`config.mk`:
```
export PLATFORM = sky130hd
export DESIGN_NAME = dct2d_ctrl
export DESIGN_NICKNAME = d
export VERILOG_FILES = /design/src/rtl/dct_pkg.sv /design/src/rtl/vld_delay.sv /design/src/rtl/dct2d_ctrl.sv
export SDC_FILE = /design/constraint.sdc
export NUM_CORES = 1
export LEC_CHECK = 0
export CORE_MARGIN = 4
export CORE_UTILIZATION = 50
export CTS_BUF_LIST = sky130_fd_sc_hd__clkbuf_16
export CTS_CLUSTER_SIZE = 40
export DETAILED_ROUTE_END_ITERATION = 10
export PLACE_DENSITY = 0.95
export SLEW_MARGIN = 20
export SYNTH_ARGS = -nofsm -noshare
export SYNTH_HDL_FRONTEND = slang
export SYNTH_SLANG_ARGS = --single-unit
```
`constraint.sdc`:
```
create_clock -name clk -period 3.76 [get_ports clk]
set_input_delay 0.376 -clock clk [delete_from_list [all_inputs] [get_ports clk]]
set_output_delay 0.376 -clock clk [all_outputs]
set_load 0.05 [all_outputs]
```
`src/rtl/dct_pkg.sv`:
```
// Shared constants for the 16x16 2-D DCT datapath: block geometry, controller states
// and default 1-D stage latencies, so the DCT stages and the sequencer agree.
package dct_pkg;

    localparam int unsigned BLK_SIZE    = 16;
    localparam int unsigned BLK_LOG2    = 4;
    localparam int unsigned ROW_LAT_DEF = 2;
    localparam int unsigned COL_LAT_DEF = 2;
    localparam int unsigned CNT_W       = 5;

    typedef enum logic [2:0] {
        StIdle   = 3'd0,
        StRow    = 3'd1,
        StRdrain = 3'd2,
        StCol    = 3'd3,
        StCdrain = 3'd4,
        StDone   = 3'd5
    } state_e;

endpackage

```
`src/rtl/vld_delay.sv`:
```
// Valid-strobe delay line of DEPTH register stages with synchronous clear.
module vld_delay #(
    parameter int unsigned DEPTH = 1
) (
    input  logic clk,
    input  logic rst,
    input  logic din,
    output logic dout
);

    logic [DEPTH-1:0] sr_q;

    always_ff @(posedge clk) begin
        if (rst) begin
            sr_q <= '0;
        end else begin
            sr_q[0] <= din;
            for (int i = 1; i < int'(DEPTH); i++) begin
                sr_q[i] <= sr_q[i-1];
            end
        end
    end

    assign dout = sr_q[DEPTH-1];

endmodule

```
`src/rtl/dct2d_ctrl.sv`:
```
// Sequencer for the 16x16 2-D DCT: walks blocks through row DCT, transpose buffer and
// column DCT, generating every address, enable and valid strobe. Carries no data.
module dct2d_ctrl
    import dct_pkg::*;
#(
    parameter int unsigned N_BLK   = 256,
    parameter int unsigned ROW_LAT = ROW_LAT_DEF,
    parameter int unsigned COL_LAT = COL_LAT_DEF,
    parameter int unsigned ADDR_W  = 12,
    localparam int unsigned BLK_W  = (N_BLK > 1) ? $clog2(N_BLK) : 1
) (
    input  logic              clk,
    input  logic              rst,
    input  logic              start,
    output logic              busy,
    output logic              done,
    output logic [BLK_W-1:0]  blk_idx,
    output logic              mem_in_re,
    output logic [ADDR_W-1:0] mem_in_addr,
    output logic              row_in_vld,
    output logic              tb_we,
    output logic [3:0]        tb_waddr,
    output logic              tb_re,
    output logic [3:0]        tb_raddr,
    output logic              col_in_vld,
    output logic              mem_out_we,
    output logic [ADDR_W-1:0] mem_out_addr
);

    localparam logic [CNT_W-1:0] LastIdx  = CNT_W'(BLK_SIZE - 1);
    localparam logic [CNT_W-1:0] RowLastC = CNT_W'(ROW_LAT);
    localparam logic [CNT_W-1:0] ColLastC = CNT_W'(COL_LAT);
    localparam logic [BLK_W-1:0] LastBlk  = BLK_W'(N_BLK - 1);

    state_e             state_q, state_d;
    logic [CNT_W-1:0]   cnt_q, cnt_d;
    logic [BLK_W-1:0]   blk_q, blk_d;
    logic [BLK_LOG2-1:0] wcnt_q, ocnt_q;

    always_ff @(posedge clk) begin
        if (rst) begin
            state_q <= StIdle;
            cnt_q   <= '0;
            blk_q   <= '0;
        end else begin
            state_q <= state_d;
            cnt_q   <= cnt_d;
            blk_q   <= blk_d;
        end
    end

    always_comb begin
        state_d     = state_q;
        cnt_d       = cnt_q;
        blk_d       = blk_q;
        busy        = (state_q != StIdle);
        done        = 1'b0;
        mem_in_re   = 1'b0;
        mem_in_addr = '0;
        tb_re       = 1'b0;
        tb_raddr    = '0;

        unique case (state_q)
            StIdle: begin
                if (start) begin
                    state_d = StRow;
                    cnt_d   = '0;
                    blk_d   = '0;
                end
            end
            StRow: begin
                mem_in_re   = 1'b1;
                // Block base is formed by concatenation; the block index owns the upper bits.
                mem_in_addr = ADDR_W'({blk_q, cnt_q[BLK_LOG2-1:0]});
                if (cnt_q == LastIdx) begin
                    state_d = StRdrain;
                    cnt_d   = '0;
                end else begin
                    cnt_d = cnt_q + 1'b1;
                end
            end
            StRdrain: begin
                if (cnt_q == RowLastC) begin
                    state_d = StCol;
                    cnt_d   = '0;
                end else begin
                    cnt_d = cnt_q + 1'b1;
                end
            end
            StCol: begin
                tb_re    = 1'b1;
                tb_raddr = cnt_q[BLK_LOG2-1:0];
                if (cnt_q == LastIdx) begin
                    state_d = StCdrain;
                    cnt_d   = '0;
                end else begin
                    cnt_d = cnt_q + 1'b1;
                end
            end
            StCdrain: begin
                if (cnt_q == ColLastC) begin
                    cnt_d = '0;
                    if (blk_q == LastBlk) begin
                        state_d = StDone;
                    end else begin
                        state_d = StRow;
                        blk_d   = blk_q + 1'b1;
                    end
                end else begin
                    cnt_d = cnt_q + 1'b1;
                end
            end
            StDone: begin
                done    = 1'b1;
                state_d = StIdle;
            end
            default: begin
                state_d = StIdle;
            end
        endcase
    end

    // Strobe pipelines track the datapath latencies independently of the FSM.
    vld_delay #(.DEPTH(1)) u_dl_row (
        .clk  (clk),
        .rst  (rst),
        .din  (mem_in_re),
        .dout (row_in_vld)
    );

    vld_delay #(.DEPTH(ROW_LAT)) u_dl_tbw (
        .clk  (clk),
        .rst  (rst),
        .din  (row_in_vld),
        .dout (tb_we)
    );

    vld_delay #(.DEPTH(1)) u_dl_col (
        .clk  (clk),
        .rst  (rst),
        .din  (tb_re),
        .dout (col_in_vld)
    );

    vld_delay #(.DEPTH(COL_LAT)) u_dl_out (
        .clk  (clk),
        .rst  (rst),
        .din  (col_in_vld),
        .dout (mem_out_we)
    );

    always_ff @(posedge clk) begin
        if (rst) begin
            wcnt_q <= '0;
            ocnt_q <= '0;
        end else begin
            if (tb_we) begin
                wcnt_q <= wcnt_q + 1'b1;
            end
            if (mem_out_we) begin
                ocnt_q <= ocnt_q + 1'b1;
            end
        end
    end

    assign tb_waddr     = wcnt_q;
    assign blk_idx      = blk_q;
    // blk only advances after the last output word, so it still names the draining block.
    assign mem_out_addr = ADDR_W'({blk_q, ocnt_q});

endmodule

```
==> impl_metrics.yaml, run 1 <==
global_routing:
  antenna_found_initial: 0
  grt_usage_pct: 20.0
  grt_pass1_vias: 1427
  grt_pass1_wl_mm: 6.58
  grt_max_degree: 22
  grt_overflow_total: 0
place:
  dpl_worst_slack_ns: 1.10
  hpwl_mm: 2.86
  portBuffers: 50
  placed_area_um2: 2110
  gp_congestion: 0.860
layout:
  nets: 245
  num-fill-cells: 240
  mostFrequentLayoutCell: "clkdlybuf4s50_1"
  final_util_pct: 72.5
  antennaDiodeCount: 0
  mostFrequentLayoutCells: "50 x clkdlybuf4s50_1, 30 x dfxtp_1, 17 x nor2_1"
  drive_above_1_share_pct: 4.24
  fin_area_um2: 2250
  areaGrowthSynthToFinish_pct: 37.1
floorplanning:
  die-area_um2: 4260
  io_pins: 51
  row_count: 20
  start_util_pct: 52.9
  die_h_um: 65.3
  die_w_um: 65.3
  core_area_um2: 3100
setup_path:
  ff2ff_path_depth: 5
  required_ns: 3.38
  ff2ff_setup_slack_ns: 1.68
  start_kind: "register"
  regToRegEndpoint: "blk_idx[3]"
  crit_fanout: 14
  crit_type: "reg -> out"
  reg2reg_from: "blk_idx[0]"
  arrival_ns: 2.63
  end_kind: "output pin"
sta:
  worstMarginPinSlew_ns: 0.628
  setup_slack_ns: 0.758
  post-route-period-util_pct: 79.8
  fin_skew_ns: 0.00555
  holdWs_ns: 0.441
  finalSetupTns_ns: 0
  hold_viol_final: 0
  final_max_slew_viol_count: 0
  timing.slew.headroom_pct: 58.0
  period_minus_slack_ns: 3.00
  rsz0062_at_grt: "no"
  setup_viol: 0
  max_freq_mhz: 333
clock_network:
  clk_pin_slew_ns: 0.05
  postCtsSetupBuffers: 0
  insertion_delay_ns: 0.28
  post_cts_resized: 0
  cts_sinks: 30
  clockRootBuffer: "clkbuf_16"
  cts_tree: "built"
  cts_hold_buf: 0
  cts_buffers: 5
  htreeDepth: 2
  clockBufferDepth: 2
drt:
  via_count: 1575
  via_per_inst: 5.63
  detail_route.first_pass.iterations: 4
  drtIter0Drc: 94
  antenna_left: 0
  routedWlPerCell_um: 14.5
  drc: 0
  drt-total-wl_mm: 4.06
logic_synthesis:
  synth_warnings: 0
  ys_async_sr_fraction_pct: 0
  syn_nets: 204
  ys.flop_type: "dfxtp_1"
  synth.distinct_cells: 43
  synth-edff-count: 0
  postSynthCellCount: 194
  yosysSeqAreaShare_pct: 36.6
  synthesis.area_um2: 1640
  synth_seq_cells: 30
  syn_area_per_cell_um2: 8.46
job:
  drv_cap: 0
power_and_ir_drop:
  p_leak_nw: 0.829
  power.density_nw_per_um2: 340
  irDropWorstVdd_uv: 316
worst_hold_path:
  hold_start: "u_dl_out.sr_q[0]"
  min_path_type: "reg -> reg"
  hold-path-endpoint: "u_dl_out.sr_q[1]"
  hold_depth: 1
status:
  status: "finished clean"
==> registers in the layout, indices dropped and copies added, names as in the netlist <==
register,count
u_dl_col.dout,1
blk_idx,8
u_dl_out.sr_q,2
cnt_q,5
tb_waddr,4
ocnt_q,4
state_q,3
u_dl_tbw.sr_q,2
u_dl_row.dout,1
==> layer usage <==
layer,wire (um),up-vias,GRT usage (%)
li1,-,767,-
met1,1730,700,23.9
met2,1850,84,32.0
met3,331,24,6.67
met4,136,0,9.84
met5,0,-,0
==> critical path, cell delays in order, from the launching register on <==
cell,delay (ns)
dfxtp_1,0.59
nand2b_1,0.19
nor2_1,0.52
and2_1,0.24
clkdlybuf4s50_1,0.80
==> cells by family after synthesis <==
group	synth area share, %
flip-flops	36.6
XOR/XNOR	4.81
multiplexers	1.22
buffers and inverters	6.94
adder cells (fa/ha/maj)	5.34
AO/OA/AOI/OAI	13.8
AND/OR/NAND/NOR	31.3
==> synthesized netlist by cell type, drive strengths merged, types with 3 or more instances <==
master / count / area, um^2
nor2: 17 / 63.8
nor2b: 7 / 43.8
clkbuf: 6 / 22.5
inv: 5 / 18.8
dfxtp: 30 / 601
nand2: 7 / 26.3
xor2: 6 / 52.6
a31oi: 3 / 18.8
nand2b: 8 / 50.1
a211oi: 4 / 30.0
ha: 7 / 87.6
and3: 6 / 37.5
buf: 11 / 72.6
and2: 13 / 81.3
nand4: 6 / 37.5
nor4: 3 / 18.8
nand3: 8 / 40.0
nor3: 7 / 35.0
a21oi: 13 / 68.8
xnor2: 3 / 26.3
==> how the worst max path moves through the flow <==
stage               start               to  slack [ns]  cells past startpoint
2_1_floorplan  state_q[2]  mem_in_addr[10]        1.47                      5
3_3_place_gp   state_q[0]   mem_in_addr[3]        1.19                      4
3_5_place_dp   state_q[0]   mem_in_addr[2]        1.10                      4
4_1_cts        state_q[0]   mem_in_addr[4]        0.77                      4
5_1_grt        state_q[0]  mem_in_addr[11]        0.57                      4
6_report       state_q[0]   mem_in_addr[2]        0.76                      4
==> final cells by class <==
type	count	area [um^2]	area share, %
Clock buffer	5	125	5.56
Clock inverter	3	16.3	0.723
Inverter	5	18.8	0.834
Multi-Input combinational cell	142	926	41.2
Sequential cell	30	601	26.7
Tap cell	44	55.1	2.45
Timing Repair Buffer	51	508	22.6
==> stage by stage <==
step | total power [mW] | std cells
after floorplan | 0.375 | 194
after global placement | 0.391 | 272
after detailed placement | 0.393 | 272
after CTS | 0.773 | 280
after global routing | 0.795 | 280
final | 0.765 | 280
==> report_power, final <==
group          switching, mW  internal (mW)
combinational         0.0393         0.0193
clock                  0.136          0.241
sequential           0.00666          0.323
total                  0.182          0.582
Note: power is estimated with default switching activity, not from simulation.
==> run 2, diff against run 1 <==
CORE_UTILIZATION = 46   (was 50)
PLACE_DENSITY = 0.91   (was 0.95)
clock period = 2.9 ns   (was 3.76 ns; I/O delays follow)
==> run 2 against run 1 <==
Net effect:
- setup slack got worse by 0.54 ns
- largest cell class unchanged
- routed wire length increased by 3.7%
- worst hold slack improved by 0.0049 ns
- critical path type unchanged
- non-clock buffer count increased by 1
- clock-buffer cell count unchanged
- sequential share of layout area decreased by 0.32 points
- sequential cell count unchanged
==> impl_metrics.yaml, run 2 (same netlist as run 1, synthesis figures left out) <==
floorplanning:
  core_area_um2: 3390
  die-area_um2: 4590
  die_w_um: 67.7
  io_pins: 51
  row_count: 21
  start_util_pct: 48.4
  die_h_um: 67.7
clock_network:
  postCtsSetupBuffers: 0
  cts_tree: "built"
  clockBufferDepth: 2
  cts_hold_buf: 0
  insertion_delay_ns: 0.27
  htreeDepth: 2
  cts_buffers: 5
  post_cts_resized: 0
  clockRootBuffer: "clkbuf_16"
  cts_sinks: 30
  clk_pin_slew_ns: 0.05
place:
  dpl_worst_slack_ns: 0.567
  gp_congestion: 0.892
  hpwl_mm: 2.93
  portBuffers: 50
layout:
  mostFrequentLayoutCells: "50 x clkdlybuf4s50_1, 30 x dfxtp_1, 17 x nor2_1"
  seq_area_um2: 601
  largest_register_ffs: 8
  areaGrowthSynthToFinish_pct: 38.8
  mostFrequentLayoutCell: "clkdlybuf4s50_1"
  antennaDiodeCount: 0
  nets: 246
  num-fill-cells: 272
  drive_above_1_share_pct: 4.24
  multiInputGateArea_um2: 926
drt:
  drtIter0Drc: 137
  via_per_inst: 5.62
  detail_route.first_pass.iterations: 4
  routedWlPerCell_um: 14.9
  drt-total-wl_mm: 4.21
  antenna_left: 0
  drc: 0
  via_count: 1585
sta:
  final_max_slew_viol_count: 0
  setup_slack_ns: 0.223
  finalSetupTns_ns: 0
  max_freq_mhz: 374
  hold_viol_final: 0
  post-route-period-util_pct: 92.3
  rsz0062_at_grt: "no"
  timing.slew.headroom_pct: 41.2
  setup_viol: 0
  worstMarginPinSlew_ns: 0.879
  fin_skew_ns: 0.00766
  period_minus_slack_ns: 2.68
worst_hold_path:
  hold-path-endpoint: "u_dl_out.sr_q[1]"
  hold_depth: 1
  min_path_type: "reg -> reg"
  hold_start: "u_dl_out.sr_q[0]"
global_routing:
  grt-busiest-layer: "met2"
  grt_usage_pct: 18.9
  grt_max_degree: 25
  grt_overflow_total: 0
  met3_usage_pct: 4.99
  grt_pass1_wl_mm: 6.43
  grt_pass1_vias: 1429
  met1_usage_pct: 23.5
  antenna_found_initial: 0
  use_met2_pct: 29.4
setup_path:
  regToRegEndpoint: "blk_idx[3]"
  crit_type: "reg -> out"
  start_kind: "register"
  ff2ff_path_depth: 5
  reg2reg_from: "blk_idx[0]"
  end_kind: "output pin"
  ff2ff_setup_slack_ns: 0.81
  required_ns: 2.61
  arrival_ns: 2.39
  crit_fanout: 14
status:
  status: "finished clean"
job:
  drv_cap: 0
power_and_ir_drop:
  irDropWorstVdd_uv: 343
  pwr-share-seq_pct: 40.0
  p_sw_mw: 0.226
  internal_power_mw: 0.840
  p_sw_share_pct: 21.2
  clkPwrFrac_pct: 52.7
  power.density_nw_per_um2: 468
  share_comb_of_total_power_pct: 7.3
  p_leak_nw: 0.844
==> run 2: changes by cell type in the layout (fill, tap and decap cells not counted) <==
| cell | before | now |
|---|---|---|
| bufinv_16 | 0 | 1 |
| buf_4 | 1 | 2 |
| clkinvlp_4 | 1 | 0 |
| clkinv_2 | 1 | 0 |
==> run 2: worst max path at each step <==
stage / to / start / slack (ns)
floorplan: mem_in_addr[10] / state_q[2] / 0.69
global placement: mem_in_addr[1] / state_q[0] / 0.60
detailed placement: mem_in_addr[1] / state_q[0] / 0.57
CTS: mem_in_addr[1] / state_q[0] / 0.26
global route: mem_in_addr[11] / state_q[0] / 0.1
finish: mem_in_addr[1] / state_q[0] / 0.22
==> run 2: worst max-delay path, cell delays in order, from the launching register on <==
cell and delay, ns:
dfxtp_1 0.56, nand2b_1 0.19, nor2_1 0.21, buf_4 0.20
and2_1 0.13, clkdlybuf4s50_1 0.81
==> run 2: final cells by class <==
type / instances / share of cell area (%)
clock buffers: 5 / 5.49
repair buffers: 52 / 22.6
flip-flops and latches: 30 / 26.4
well taps: 46 / 2.53
inverters: 5 / 0.824
multi-input cells: 142 / 40.7
clock inverters: 2 / 1.48
==> run 2: layer usage <==
| layer | vias up | share of wire (%) |
|---|---|---|
| met4 | 0 | 2.8 |
| met3 | 13 | 6.8 |
| li1 | 770 | - |
| met5 | - | 0 |
| met1 | 730 | 43 |
| met2 | 72 | 47 |
==> run 2: per-stage QoR <==
| stage | util, % | instance area [um^2] | hold WS, ns | power, mW | std cells |
|---|---|---|---|---|---|
| 6_report | 67.2 | 2280 | 0.445 | 1.07 | 282 |
| 5_1_grt | 67.2 | 2280 | 0.464 | 1.10 | 282 |
| 4_1_cts | 67.2 | 2280 | 0.447 | 1.07 | 282 |
| 3_5_place_dp | 62.5 | 2120 | 0.426 | 0.511 | 275 |
| 3_3_place_gp | 62.5 | 2120 | 0.418 | 0.509 | 275 |
| 2_1_floorplan | - | 1640 | 0.414 | 0.486 | 194 |
==> run 2: power by group through the flow <==
stage	clock network (mW)	logic [mW]	registers (mW)
after floorplan	0	0.0499	0.436
after detailed placement	0	0.0764	0.434
after global routing	0.585	0.0836	0.428
after CTS	0.570	0.0771	0.427
final	0.562	0.0774	0.427
after global placement	0	0.0755	0.434
